**config.mk**
```make
export PLATFORM = sky130hd
export DESIGN_NAME = bc_synth_stage
export DESIGN_NICKNAME = d
export VERILOG_FILES = /design/src/rtl/bc_synth_stage.sv
export SDC_FILE = /design/constraint.sdc
export NUM_CORES = 1
export LEC_CHECK = 0
export BUFFER_PORTS_ARGS = -buffer_cell sky130_fd_sc_hd__clkbuf_2
export CORE_AREA = 2 2 141 143
export CTS_BUF_LIST = sky130_fd_sc_hd__clkbuf_4 sky130_fd_sc_hd__clkbuf_8
export CTS_CLUSTER_DIAMETER = 30
export DETAILED_ROUTE_END_ITERATION = 8
export DIE_AREA = 0 0 143 145
export MAX_ROUTING_LAYER = met4
export PLACE_DENSITY = 0.68
export SYNTH_ARGS = -nofsm -noshare
export SYNTH_HDL_FRONTEND = slang
export SYNTH_SLANG_ARGS = --single-unit
```
**constraint.sdc**
```tcl
create_clock -name clock -period 8.43 [get_ports clock]
set_input_delay 0.843 -clock clock [delete_from_list [all_inputs] [get_ports clock]]
set_output_delay 0.843 -clock clock [all_outputs]
set_load 0.1 [all_outputs]
```
**src/rtl/bc_synth_stage.sv**
```systemverilog
// bc_synth_stage: one 2x interpolation stage of the synthesis filter bank.
// Consumes one low-band sample plus two high-band samples per transaction
// and emits two full-rate samples: the 2-phase polyphase interpolation of
// the low band, each phase plus its high-band sample.
// Optional feature macro: BC_SYNTH_SAT_EN -- when defined the final sum is
// saturated to the DW-bit signed range, otherwise it wraps (low DW bits).
module bc_synth_stage #(
    parameter int unsigned               DW    = 9,
    parameter int unsigned               CW    = 9,
    parameter int unsigned               TAPS  = 4,
    parameter logic [2*TAPS*CW-1:0]      COEF  = {9'sd8, 9'sd24, 9'sd40, 9'sd56,
                                                  9'sd56, 9'sd40, 9'sd24, 9'sd8},
    parameter int unsigned               SHIFT = 7
) (
    input  logic                 clock,
    input  logic                 reset_n,
    input  logic signed [DW-1:0] in_lo,
    input  logic signed [DW-1:0] in_hi0,
    input  logic signed [DW-1:0] in_hi1,
    input  logic                 in_valid,
    output logic                 in_ready,
    output logic signed [DW-1:0] out,
    output logic                 out_valid,
    input  logic                 out_ready
);

    // Accumulator width, then one extra bit for the rounding add and two
    // more so that adding the high-band sample can never overflow.
    localparam int unsigned AW = DW + CW + $clog2(TAPS);
    localparam int unsigned SW = AW + 2;
    localparam logic signed [AW:0] RND = (AW+1)'(2 ** (SHIFT - 1));

    typedef enum logic [1:0] {
        ST_IDLE,
        ST_CALC,
        ST_EMIT0,
        ST_EMIT1
    } state_t;

    state_t                r_state;
    logic signed [DW-1:0]  r_d [TAPS];
    logic signed [DW-1:0]  r_hi0;
    logic signed [DW-1:0]  r_hi1;
    logic signed [DW-1:0]  r_out;
    logic                  r_out_valid;

    logic                  w_accept;
    logic signed [CW-1:0]  w_h [2*TAPS];
    logic signed [AW-1:0]  w_y0;
    logic signed [AW-1:0]  w_y1;
    logic signed [AW:0]    w_yr0;
    logic signed [AW:0]    w_yr1;
    logic signed [AW:0]    w_r0;
    logic signed [AW:0]    w_r1;
    logic signed [SW-1:0]  w_s0;
    logic signed [SW-1:0]  w_s1;
    logic signed [DW-1:0]  w_o0;
    logic signed [DW-1:0]  w_o1;

    assign in_ready  = (r_state == ST_IDLE);
    assign w_accept  = in_valid && in_ready;
    assign out       = r_out;
    assign out_valid = r_out_valid;

    // Polyphase branch sums over the registered delay line
    always_comb begin
        w_y0 = '0;
        w_y1 = '0;
        for (int unsigned i = 0; i < 2*TAPS; i++) begin
            w_h[i] = COEF[i*CW +: CW];
        end
        for (int unsigned k = 0; k < TAPS; k++) begin
            w_y0 = w_y0 + AW'(w_h[2*k])   * AW'(r_d[k]);
            w_y1 = w_y1 + AW'(w_h[2*k+1]) * AW'(r_d[k]);
        end
    end

    // Round half up, then arithmetic (floor) shift; kept at full width
    assign w_yr0 = (AW+1)'(w_y0) + RND;
    assign w_yr1 = (AW+1)'(w_y1) + RND;
    assign w_r0  = w_yr0 >>> SHIFT;
    assign w_r1  = w_yr1 >>> SHIFT;
    assign w_s0  = SW'(w_r0) + SW'(r_hi0);
    assign w_s1  = SW'(w_r1) + SW'(r_hi1);

`ifdef BC_SYNTH_SAT_EN
    localparam logic signed [DW-1:0] MAXV = {1'b0, {(DW-1){1'b1}}};
    localparam logic signed [DW-1:0] MINV = {1'b1, {(DW-1){1'b0}}};

    assign w_o0 = (w_s0 > SW'(MAXV)) ? MAXV :
                  (w_s0 < SW'(MINV)) ? MINV : w_s0[DW-1:0];
    assign w_o1 = (w_s1 > SW'(MAXV)) ? MAXV :
                  (w_s1 < SW'(MINV)) ? MINV : w_s1[DW-1:0];
`else
    logic w_unused;

    assign w_o0     = w_s0[DW-1:0];
    assign w_o1     = w_s1[DW-1:0];
    assign w_unused = ^{w_s0[SW-1:DW], w_s1[SW-1:DW]};
`endif

    // Delay line and high-band capture, updated only on an accepted input
    always_ff @(posedge clock or negedge reset_n) begin
        if (!reset_n) begin
            for (int unsigned k = 0; k < TAPS; k++) begin
                r_d[k] <= '0;
            end
            r_hi0 <= '0;
            r_hi1 <= '0;
        end else if (w_accept) begin
            r_d[0] <= in_lo;
            for (int unsigned k = 1; k < TAPS; k++) begin
                r_d[k] <= r_d[k-1];
            end
            r_hi0 <= in_hi0;
            r_hi1 <= in_hi1;
        end
    end

    // Sequencer: accept, compute, then emit phase 0 and phase 1 with hold
    always_ff @(posedge clock or negedge reset_n) begin
        if (!reset_n) begin
            r_state     <= ST_IDLE;
            r_out       <= '0;
            r_out_valid <= 1'b0;
        end else begin
            case (r_state)
                ST_IDLE: begin
                    if (w_accept) begin
                        r_state <= ST_CALC;
                    end
                end
                ST_CALC: begin
                    r_out       <= w_o0;
                    r_out_valid <= 1'b1;
                    r_state     <= ST_EMIT0;
                end
                ST_EMIT0: begin
                    if (out_ready) begin
                        r_out   <= w_o1;
                        r_state <= ST_EMIT1;
                    end
                end
                ST_EMIT1: begin
                    if (out_ready) begin
                        r_out_valid <= 1'b0;
                        r_state     <= ST_IDLE;
                    end
                end
                default: begin
                    r_state <= ST_IDLE;
                end
            endcase
        end
    end

endmodule

```
==> results of run 1 <==
## layer usage
layer	global-route usage (%)	up-vias
li1	-	3070
met1	25.95	2888
met2	29.78	85
met3	2.871	12
met4	4.455	0
met5	-	-
## state kept, by name, indices dropped and copies added (netlist names)
| signal | cells |
|---|---|
| out_valid | 1 |
| r_hi0 | 9 |
| r_d | 36 |
| r_hi1 | 9 |
| out | 9 |
| r_state | 2 |
## worst min-delay path, delay by kind of cell (launching register included)
kind	cells	cell delay [ns]
AOI/OAI and AO/OA	1	0.06
DFF	1	0.35
and+or+nand+nor	1	0.05
## placed cells by master (no fill, tap or decap), types with 3 or more instances in the layout
cell / netlist / final
clkbuf_2: 0 / 40
xnor2_1: 52 / 52
fa_1: 64 / 64
nand4_1: 4 / 4
and2_1: 6 / 6
nor2_1: 48 / 48
o21a_1: 6 / 6
clkinv_2: 0 / 3
mux2_2: 38 / 38
o21ai_0: 48 / 48
dfrtp_1: 66 / 66
nand2b_1: 6 / 6
clkbuf_8: 0 / 10
or3_1: 3 / 3
ha_1: 160 / 160
a21oi_1: 43 / 43
a31o_2: 3 / 3
o21ai_1: 3 / 3
a21o_1: 13 / 13
nor3_1: 10 / 10
xor2_1: 31 / 31
nand2_1: 46 / 45
o21bai_1: 15 / 15
inv_1: 159 / 159
nand3_1: 10 / 10
o211ai_1: 4 / 4
nor2b_1: 10 / 10
## stage by stage
step / hold slack (ns) / cell area, sq um
floorplan: 0.4862 / 8567
global placement: 0.4718 / 9079
detailed placement: 0.4811 / 9079
CTS: 0.4967 / 9254
global route: 0.5368 / 9254
finish: 0.4927 / 9254
## cells in the mapped netlist, types with 2 or more instances
| master | count | area [sq um] |
|---|---|---|
| xor2_1 | 31 | 271.5 |
| a21boi_0 | 2 | 15.01 |
| dfrtp_1 | 66 | 1652 |
| a311oi_1 | 2 | 17.52 |
| nand2b_1 | 6 | 37.54 |
| fa_1 | 64 | 1281 |
| a21o_1 | 13 | 97.59 |
| ha_1 | 160 | 2002 |
| or2_2 | 2 | 12.51 |
| nand4b_1 | 2 | 17.52 |
| mux2i_1 | 2 | 20.02 |
| inv_1 | 159 | 596.8 |
| and2_1 | 6 | 37.54 |
| nor2_1 | 48 | 180.2 |
| o21ai_1 | 3 | 15.01 |
| nand3_1 | 10 | 50.05 |
| a211oi_1 | 2 | 15.01 |
| o21ai_0 | 48 | 240.2 |
| o211ai_1 | 4 | 30.03 |
| nand4_1 | 4 | 25.02 |
| o21bai_1 | 15 | 112.6 |
| o31ai_1 | 2 | 15.01 |
| clkbuf_1 | 9 | 33.78 |
| nor2b_1 | 10 | 62.56 |
| or3_1 | 3 | 18.77 |
| mux2_2 | 38 | 427.9 |
| xnor2_1 | 52 | 455.4 |
| o21ai_2 | 2 | 17.52 |
| and3_1 | 2 | 12.51 |
| a21oi_1 | 43 | 215.2 |
| nand2_1 | 46 | 172.7 |
| nor3_1 | 10 | 50.05 |
| a31o_2 | 3 | 26.28 |
| o21a_1 | 6 | 45.04 |
## area by class of cell
cell class                      count  area share, %
Clock inverter                      5         0.3245
Sequential cell                    66          17.85
Multi-Input combinational cell    664          67.86
Inverter                          160          6.490
Clock buffer                       11          1.568
Tap cell                          265          3.583
Timing Repair Buffer               42          2.326
## worst paths after layout
kind                          from  endpoint
setup reg to reg           r_d[10]    out[8]
hold reg to reg             out[2]    out[2]
min in group asynchronous  reset_n  r_hi0[0]
max in group asynchronous  reset_n   r_d[25]
setup / recovery           r_d[10]    out[8]
hold / removal              out[2]    out[2]
## kinds of logic after synthesis
| family | Yosys count | share of synthesized area, % |
|---|---|---|
| DFF | 66 | 19.28 |
| and+or+nand+nor | 154 | 8.383 |
| AOI/OAI and AO/OA | 160 | 12.12 |
| adders and majority gates | 224 | 38.32 |
| xor gates and xnor gates | 86 | 9.216 |
| buffers and inverters | 170 | 7.448 |
| muxes | 40 | 5.229 |
==> flow_metrics.env, run 1 <==
export IMPL_synth_enable_flop_cells=0
export IMPL_synth_cell_types=59
export IMPL_grt_setup_unrepaired="false"
export IMPL_area_delta_synth_final_pct=8.018
export IMPL_met1Wirelength_microns=8834
export IMPL_count_of_h_tree_levels_built_during_cts=3
export IMPL_drive_above_1_share_pct=12.03
export IMPL_slew_limit_headroom_pct=40.62
export IMPL_number_of_gates_on_the_worst_path_with_buffers_counted=27
export IMPL_detailed_router_s_first_iteration_violation_count=226
export IMPL_synth_seq_cells=66
export IMPL_cts_inserted_buffers=9
export IMPL_nNetsFinal=1198
export IMPL_io_pins=42
export IMPL_routed_wire_length_per_instance_microns=14.80
export IMPL_route_top_layer_used="met4"
export IMPL_met3WireLength_microns=551
export IMPL_floorplan_rows=51
export IMPL_floorplan_initialDensity_pct=44.60
export IMPL_clock_latency_ns=0.39
export IMPL_timing_worst_slew_pin_value_ns=0.8907
export IMPL_finalHoldViolCount=0
export IMPL_place_gp_congestion=0.8429
export IMPL_coreArea_sq_um=19210
export IMPL_critPathArrivalTime_ns=7.33
export IMPL_endpoint_kind="register"
export IMPL_post_cts_resized=0
export IMPL_drt_total_wl_microns=17950
export IMPL_clock_tree_buffer_depth=2
export IMPL_layout_min_cycle_time_ns=7.053
export IMPL_grt_antenna_before_repair=0
export IMPL_finalCoreUtilization_pct=48.18
export IMPL_synth_seq_area_share_pct=19.28
export IMPL_postRouteAntennaNets=0
export IMPL_synth_avg_cell_area_sq_um=9.519
export IMPL_cpLargestDelayFamily="adder cells"
export IMPL_first_pass_grt_wire_length_microns=30070
export IMPL_postCtsHoldBufs=0
export IMPL_run_status="finished clean"
export IMPL_max_cap_violations=0
export IMPL_detail_route_first_pass_iterations=4
export IMPL_hold_path_cell_count=2
export IMPL_dominantRegCellSynth="dfrtp_1"
export IMPL_clk_pin_slew_worst_paths_ns=0.08
export IMPL_finalNonFillerCells=1213
export IMPL_postCtsSetupRepairBufs=0
export IMPL_vias=6055
export IMPL_multi_input_area_sq_um=6280
export IMPL_timing_critical_path_mode_cell="ha_1"
export IMPL_worst_ep_required_time_ns=8.70
export IMPL_dieArea_sq_um=20740
export IMPL_fmaxAchievable_mhz=141.8
export IMPL_dr_wl_met2_microns=8369
export IMPL_clock_tree_from_tritoncts="built"
export IMPL_timing_critical_path_slowest_cell_delay_ns=0.53
export IMPL_largest_net_degree_at_the_start_of_global_routing=67
export IMPL_vias_per_cell=4.992
export IMPL_grt_ovfl_total=0
export IMPL_die_height_microns=145
export IMPL_final_hpwl_dp_microns=14960
export IMPL_clock_skew_ns=0.01387
export IMPL_cts_num_sinks=66
export IMPL_crit_path_start_kind="register"
export IMPL_worst_slack_ns=1.377
export IMPL_netlist_area_sq_um=8567
export IMPL_die_w_microns=143
export IMPL_critical_path_slowest_cell="fa_1"
export IMPL_postSynthNetCount=1155
export IMPL_num_fill_cells=1826
export IMPL_crit_type="register to register"
export IMPL_io_buffers=41
export IMPL_placed_cells_incl_taps=1197
export IMPL_hp_class="register to register"
export IMPL_synthArstFlopShare_pct=100.0
export IMPL_reg2reg_depth=27
export IMPL_critPathBufInv=2
export IMPL_setup_tns_ns=0
export IMPL_synth_warning_count=0
export IMPL_setup_viol=0
export IMPL_report_final_slew_viol_count=0
export IMPL_regArea_sq_um=1652
export IMPL_ctsRootBufferMaster="clkbuf_8"
export IMPL_r2r_setup_slk_ns=1.38
export IMPL_period_share_pct=83.67
export IMPL_drc=0
export IMPL_first_global_vias=6197
export IMPL_critical_path_max_fanout=7
export IMPL_preCtsSetupSlack_ns=1.392
export IMPL_antenna_diode_count=0
export IMPL_global_router_s_overall_resource_usage_pct=19.00
export IMPL_netlist_instances=900
Power of run 1 is left out: the tool's default activity adds up to more than one toggle a clock period on the data nets, which glitch-free logic cannot reach.
==> inputs of run 2 (changes only) <==
clock period = 6.5 ns   (was 8.43 ns; I/O delays follow)
==> run 2 against run 1 <==
The run now ends with negative setup slack left. First-iteration DRC count is 2.7% higher. Maximum frequency up 5.5%. Setup slack got worse by 1.6 ns. Critical path depth unchanged. Via count increased by 6.3%. Design area rose by 11%. Non-clock buffer count is 65 higher. Core utilization grew 5.1 points. Cell count up 5.4%. Worst hold slack lost 0.090 ns. Clock skew rose by 0.0050 ns. Sequential share of layout area is 1.7 points lower.
==> flow_metrics.env, run 2 (synthesis results as in run 1) <==
export IMPL_clock_tree_from_tritoncts="built"
export IMPL_worst_ep_required_time_ns=6.77
export IMPL_dieArea_sq_um=20740
export IMPL_period_share_pct=102.9
export IMPL_postRouteAntennaNets=0
export IMPL_crit_type="register to register"
export IMPL_finalHoldViolCount=0
export IMPL_timing_worst_slew_pin_value_ns=0.8975
export IMPL_floorplan_initialDensity_pct=44.60
export IMPL_nNetsFinal=1263
export IMPL_max_flop_register="r_d"
export IMPL_layout_cells_most_common_list="154 x inv_1, 136 x ha_1, 65 x buf_4, 65 x dfrtp_1, 62 x fa_1"
export IMPL_drc=0
export IMPL_failed_checks="negative setup slack"
export IMPL_finalCoreUtilization_pct=53.25
export IMPL_antenna_diode_count=0
export IMPL_fin_hold_ws_ns=0.4023
export IMPL_critical_path_max_fanout=4
export IMPL_cts_inserted_buffers=9
export IMPL_critPathArrivalTime_ns=6.96
export IMPL_hp_class="input port to asynchronous set/reset pin"
export IMPL_drt_total_wl_microns=19300
export IMPL_timing_critical_path_slowest_cell_delay_ns=0.59
export IMPL_routed_wire_length_per_instance_microns=15.10
export IMPL_critical_path_slowest_cell="fa_1"
export IMPL_setup_viol=1
export IMPL_clk_pin_slew_worst_paths_ns=0.09
export IMPL_met2_usage_pct=33.18
export IMPL_run_status="finished with violations"
export IMPL_number_of_flip_flops_under_the_largest_register_name=36
export IMPL_clock_tree_buffer_depth=2
export IMPL_first_global_vias=6597
export IMPL_die_w_microns=143
export IMPL_endpoint_kind="register"
export IMPL_io_buffers=41
export IMPL_vias_per_cell=5.035
export IMPL_layout_min_cycle_time_ns=6.688
export IMPL_worst_slack_ns=-0.1880
export IMPL_slew_limit_headroom_pct=40.17
export IMPL_io_pins=42
export IMPL_clock_skew_ns=0.01883
export IMPL_gr_usage_met1_pct=25.01
export IMPL_grtUsageMet3_pct=2.937
export IMPL_report_final_slew_viol_count=0
export IMPL_area_delta_synth_final_pct=19.40
export IMPL_floorplan_rows=51
export IMPL_critPathBufInv=3
export IMPL_largest_net_degree_at_the_start_of_global_routing=72
export IMPL_vias=6435
export IMPL_grt_setup_unrepaired="true"
export IMPL_coreArea_sq_um=19210
export IMPL_grt_antenna_before_repair=0
export IMPL_global_router_s_overall_resource_usage_pct=19.60
export IMPL_final_common_cell="inv_1"
export IMPL_cts_num_sinks=66
export IMPL_fmaxAchievable_mhz=149.5
export IMPL_num_fill_cells=1714
export IMPL_die_height_microns=145
export IMPL_detailed_router_s_first_iteration_violation_count=232
export IMPL_cpLargestDelayFamily="adder cells"
export IMPL_first_pass_grt_wire_length_microns=31260
export IMPL_ctsRootBufferMaster="clkbuf_8"
export IMPL_clock_latency_ns=0.38
export IMPL_final_hpwl_dp_microns=15180
export IMPL_grt_most_used_layer="met2"
export IMPL_count_of_h_tree_levels_built_during_cts=3
export IMPL_crit_path_start_kind="register"
export IMPL_detail_route_first_pass_iterations=4
export IMPL_drive_above_1_share_pct=23.49
export IMPL_grt_ovfl_total=0
export IMPL_max_cap_violations=0
export IMPL_place_gp_congestion=0.8446
-- run 2: cell count changes in the layout (fill, tap and decap cells not counted), moves of 8 or more --
cell and change:
ha_4 +21, a21oi_1 -11, a21oi_2 +8, buf_4 +63
ha_1 -24
-- run 2: area by class of cell --
cell class                      instances  area (sq um)  area share (%)
Inverter                              160         600.6           5.872
Timing Repair Buffer                  107         710.7           6.948
Clock buffer                           10         137.6           1.346
Multi-Input combinational cell        664          6729           65.79
Clock inverter                          6         66.31          0.6483
Sequential cell                        66          1653           16.16
Tap cell                              265         331.6           3.242
-- run 2: through the flow --
stage	instance area (sq um)	TNS (ns)	std cells	setup slack (ns)
6_report	10230	-0.1880	1278	-0.1880
5_1_grt	10230	-0.4036	1278	-0.3875
4_1_cts	9952	-0.1702	1274	-0.1702
3_5_place_dp	9492	-0.5709	1252	-0.5709
3_3_place_gp	9492	-0.4839	1252	-0.4839
2_1_floorplan	8567	0	900	0.08950
-- run 2: repair_timing --
item | CTS | global route
hold buffers | 0 | 0
pin swaps | 30 | 48
gates resized for setup | 28 | 40
endpoints found under the setup margin | 1 | 1
buffers inserted | 6 | 4
-- run 2: per-layer routing --
| layer | wire, microns | up-vias |
|---|---|---|
| met5 | 0 | - |
| met4 | 237 | 0 |
| met1 | 8899 | 3120 |
| met2 | 9446 | 88 |
| met3 | 720 | 18 |
| li1 | - | 3209 |
-- run 2: final timing paths --
kind	depth (start not counted)	slack, ns	startpoint	endpoint
setup / recovery	27	-0.19	r_d[10]	out[8]
hold / removal	1	0.40	reset_n	r_hi0[0]
setup reg to reg	27	-0.19	r_d[10]	out[8]
hold reg to reg	2	0.48	out[2]	out[2]
max in group asynchronous	1	5.47	reset_n	r_d[19]
min in group clock	2	0.48	out[2]	out[2]
Power of run 2 is left out for the same reason.
==> inputs of run 3 (changes only) <==
REMOVE_ABC_BUFFERS = 1   (was unset)
==> run 3 against run 2 <==
The run still ends with negative setup slack left. Via count down 0.59%. Setup slack gained 0.16 ns. Clock-buffer cell count did not move. Worst hold slack worse by 0.0069 ns. Maximum frequency is 2.5% higher. Sequential share of layout area is 0.44 points lower. Highest routed layer unchanged.
==> flow_metrics.env, run 3 (synthesis results as in run 1) <==
export IMPL_crit_path_start="r_d[13]"
export IMPL_timing_worst_slew_pin_value_ns=0.9326
export IMPL_finalCoreUtilization_pct=54.90
export IMPL_period_share_pct=100.4
export IMPL_failed_checks="negative setup slack"
export IMPL_io_buffers=41
export IMPL_critPathArrivalTime_ns=6.79
export IMPL_run_status="finished with violations"
export IMPL_critical_path_max_fanout=5
export IMPL_first_global_vias=6617
export IMPL_drc=0
export IMPL_timing_critical_path_slowest_cell_delay_ns=0.57
export IMPL_hp_class="input port to asynchronous set/reset pin"
export IMPL_worst_slack_ns=-0.02327
export IMPL_area_delta_synth_final_pct=23.08
export IMPL_clock_latency_ns=0.38
export IMPL_reg2reg_depth=27
export IMPL_die_height_microns=145
export IMPL_layout_cells_most_common_list="151 x inv_1, 129 x ha_1, 81 x buf_4"
export IMPL_crit_path_start_kind="register"
export IMPL_report_final_slew_viol_count=0
export IMPL_drive_above_1_share_pct=27.23
export IMPL_cpLargestDelayFamily="adder cells"
export IMPL_largest_net_degree_at_the_start_of_global_routing=72
export IMPL_floorplan_initialDensity_pct=44.60
export IMPL_endpoint_kind="register"
export IMPL_final_hpwl_dp_microns=15020
export IMPL_grt_antenna_before_repair=0
export IMPL_setup_tns_ns=-0.02327
export IMPL_cts_num_sinks=66
export IMPL_critPathBufInv=5
export IMPL_finalNonFillerCells=1297
export IMPL_multi_input_area_sq_um=6885
export IMPL_num_fill_cells=1675
export IMPL_clock_skew_ns=0.005777
export IMPL_drt_total_wl_microns=19790
export IMPL_layout_min_cycle_time_ns=6.523
export IMPL_vias_per_cell=4.932
export IMPL_die_w_microns=143
export IMPL_regArea_sq_um=1658
export IMPL_number_of_flip_flops_under_the_largest_register_name=36
export IMPL_nNetsFinal=1282
export IMPL_slew_limit_headroom_pct=37.82
export IMPL_rr_startpoint="r_d[13]"
export IMPL_placed_cells_incl_taps=1253
export IMPL_cts_inserted_buffers=9
export IMPL_io_pins=42
export IMPL_clock_tree_from_tritoncts="built"
export IMPL_preCtsSetupSlack_ns=-0.3206
export IMPL_worst_setup_path_endpoint="out[8]"
export IMPL_antenna_diode_count=0
export IMPL_clk_pin_slew_worst_paths_ns=0.08
export IMPL_clock_tree_buffer_depth=2
export IMPL_max_flop_register="r_d"
export IMPL_max_cap_violations=0
export IMPL_first_pass_grt_wire_length_microns=32350
export IMPL_grt_ovfl_total=0
export IMPL_critical_path_slowest_cell="fa_1"
export IMPL_dieArea_sq_um=20740
export IMPL_ctsRootBufferMaster="clkbuf_8"
export IMPL_vias=6397
export IMPL_fmaxAchievable_mhz=153.3
export IMPL_timing_critical_path_mode_cell="ha_1"
export IMPL_routed_wire_length_per_instance_microns=15.26
export IMPL_number_of_gates_on_the_worst_path_with_buffers_counted=27
export IMPL_floorplan_rows=51
export IMPL_count_of_h_tree_levels_built_during_cts=3
export IMPL_worst_ep_required_time_ns=6.77
export IMPL_grt_setup_unrepaired="true"
export IMPL_detailed_router_s_first_iteration_violation_count=230
export IMPL_detail_route_first_pass_iterations=4
export IMPL_postRouteAntennaNets=0
export IMPL_crit_type="register to register"
export IMPL_setup_viol=1
export IMPL_regToRegEndpoint="out[8]"
export IMPL_r2r_setup_slk_ns=-0.02
export IMPL_postCtsHoldBufs=0
export IMPL_global_router_s_overall_resource_usage_pct=20.08
export IMPL_final_common_cell="inv_1"
export IMPL_place_gp_congestion=0.8745
export IMPL_finalHoldViolCount=0
export IMPL_coreArea_sq_um=19210
[run 3: cell types whose count changed in the layout (fill, tap and decap cells not counted), moves of 3 or more]
cell     before  now
dfrtp_1      65   61
ha_1        136  129
ha_4         21   26
inv_2         6    9
buf_4        65   81
inv_1       154  151
dfrtp_2       1    5
buf_6         2    5
[run 3: through the flow]
stage / hold WS [ns] / instance area [sq um]
floorplan: 0.3544 / 8529
global placement: 0.4711 / 9499
detailed placement: 0.4787 / 9499
CTS: 0.4407 / 10150
global route: 0.4857 / 10540
finish: 0.3954 / 10540
[run 3: worst min-delay path by stage]
stage,from,end,slack (ns),cells after the start
floorplan,reset_n,out[0],0.35,0
global placement,out[2],out[2],0.47,2
detailed placement,out[2],out[2],0.48,2
CTS,reset_n,r_d[31],0.44,1
global route,reset_n,r_d[20],0.49,1
finish,reset_n,r_d[31],0.40,1
[run 3: layout make-up]
class,instances,share of cell area [%]
clock buffer,10,1.305
sequential,66,15.72
tap,265,3.145
timing repair buffer,126,8.200
multi-input combinational,664,65.30
inverter,160,5.696
clock inverter,6,0.6289
[run 3: timing repair]
item,in CTS,in global routing
endpoints found under the setup margin,1,2
pin swaps,59,59
resized for setup,49,56
setup buffers,24,5
[run 3: routing by layer]
metal	part of all wire [%]	vias up	global-route usage [%]
met3	1.6	24	2.739
li1	-	3250	-
met4	2.2	0	5.990
met5	0	-	-
met2	49	57	32.82
met1	47	3066	25.90
[run 3: worst register-to-register path, delay by kind of cell, from the launching register on]
| kind | cells | cell delay, ns |
|---|---|---|
| xor gates and xnor gates | 5 | 0.92 |
| adders and majority gates | 8 | 3.08 |
| AOI/OAI and AO/OA | 6 | 1.38 |
| buffers and inverters | 5 | 0.31 |
| and+or+nand+nor | 3 | 0.27 |
| DFF | 1 | 0.47 |
Power of run 3 is left out for the same reason.
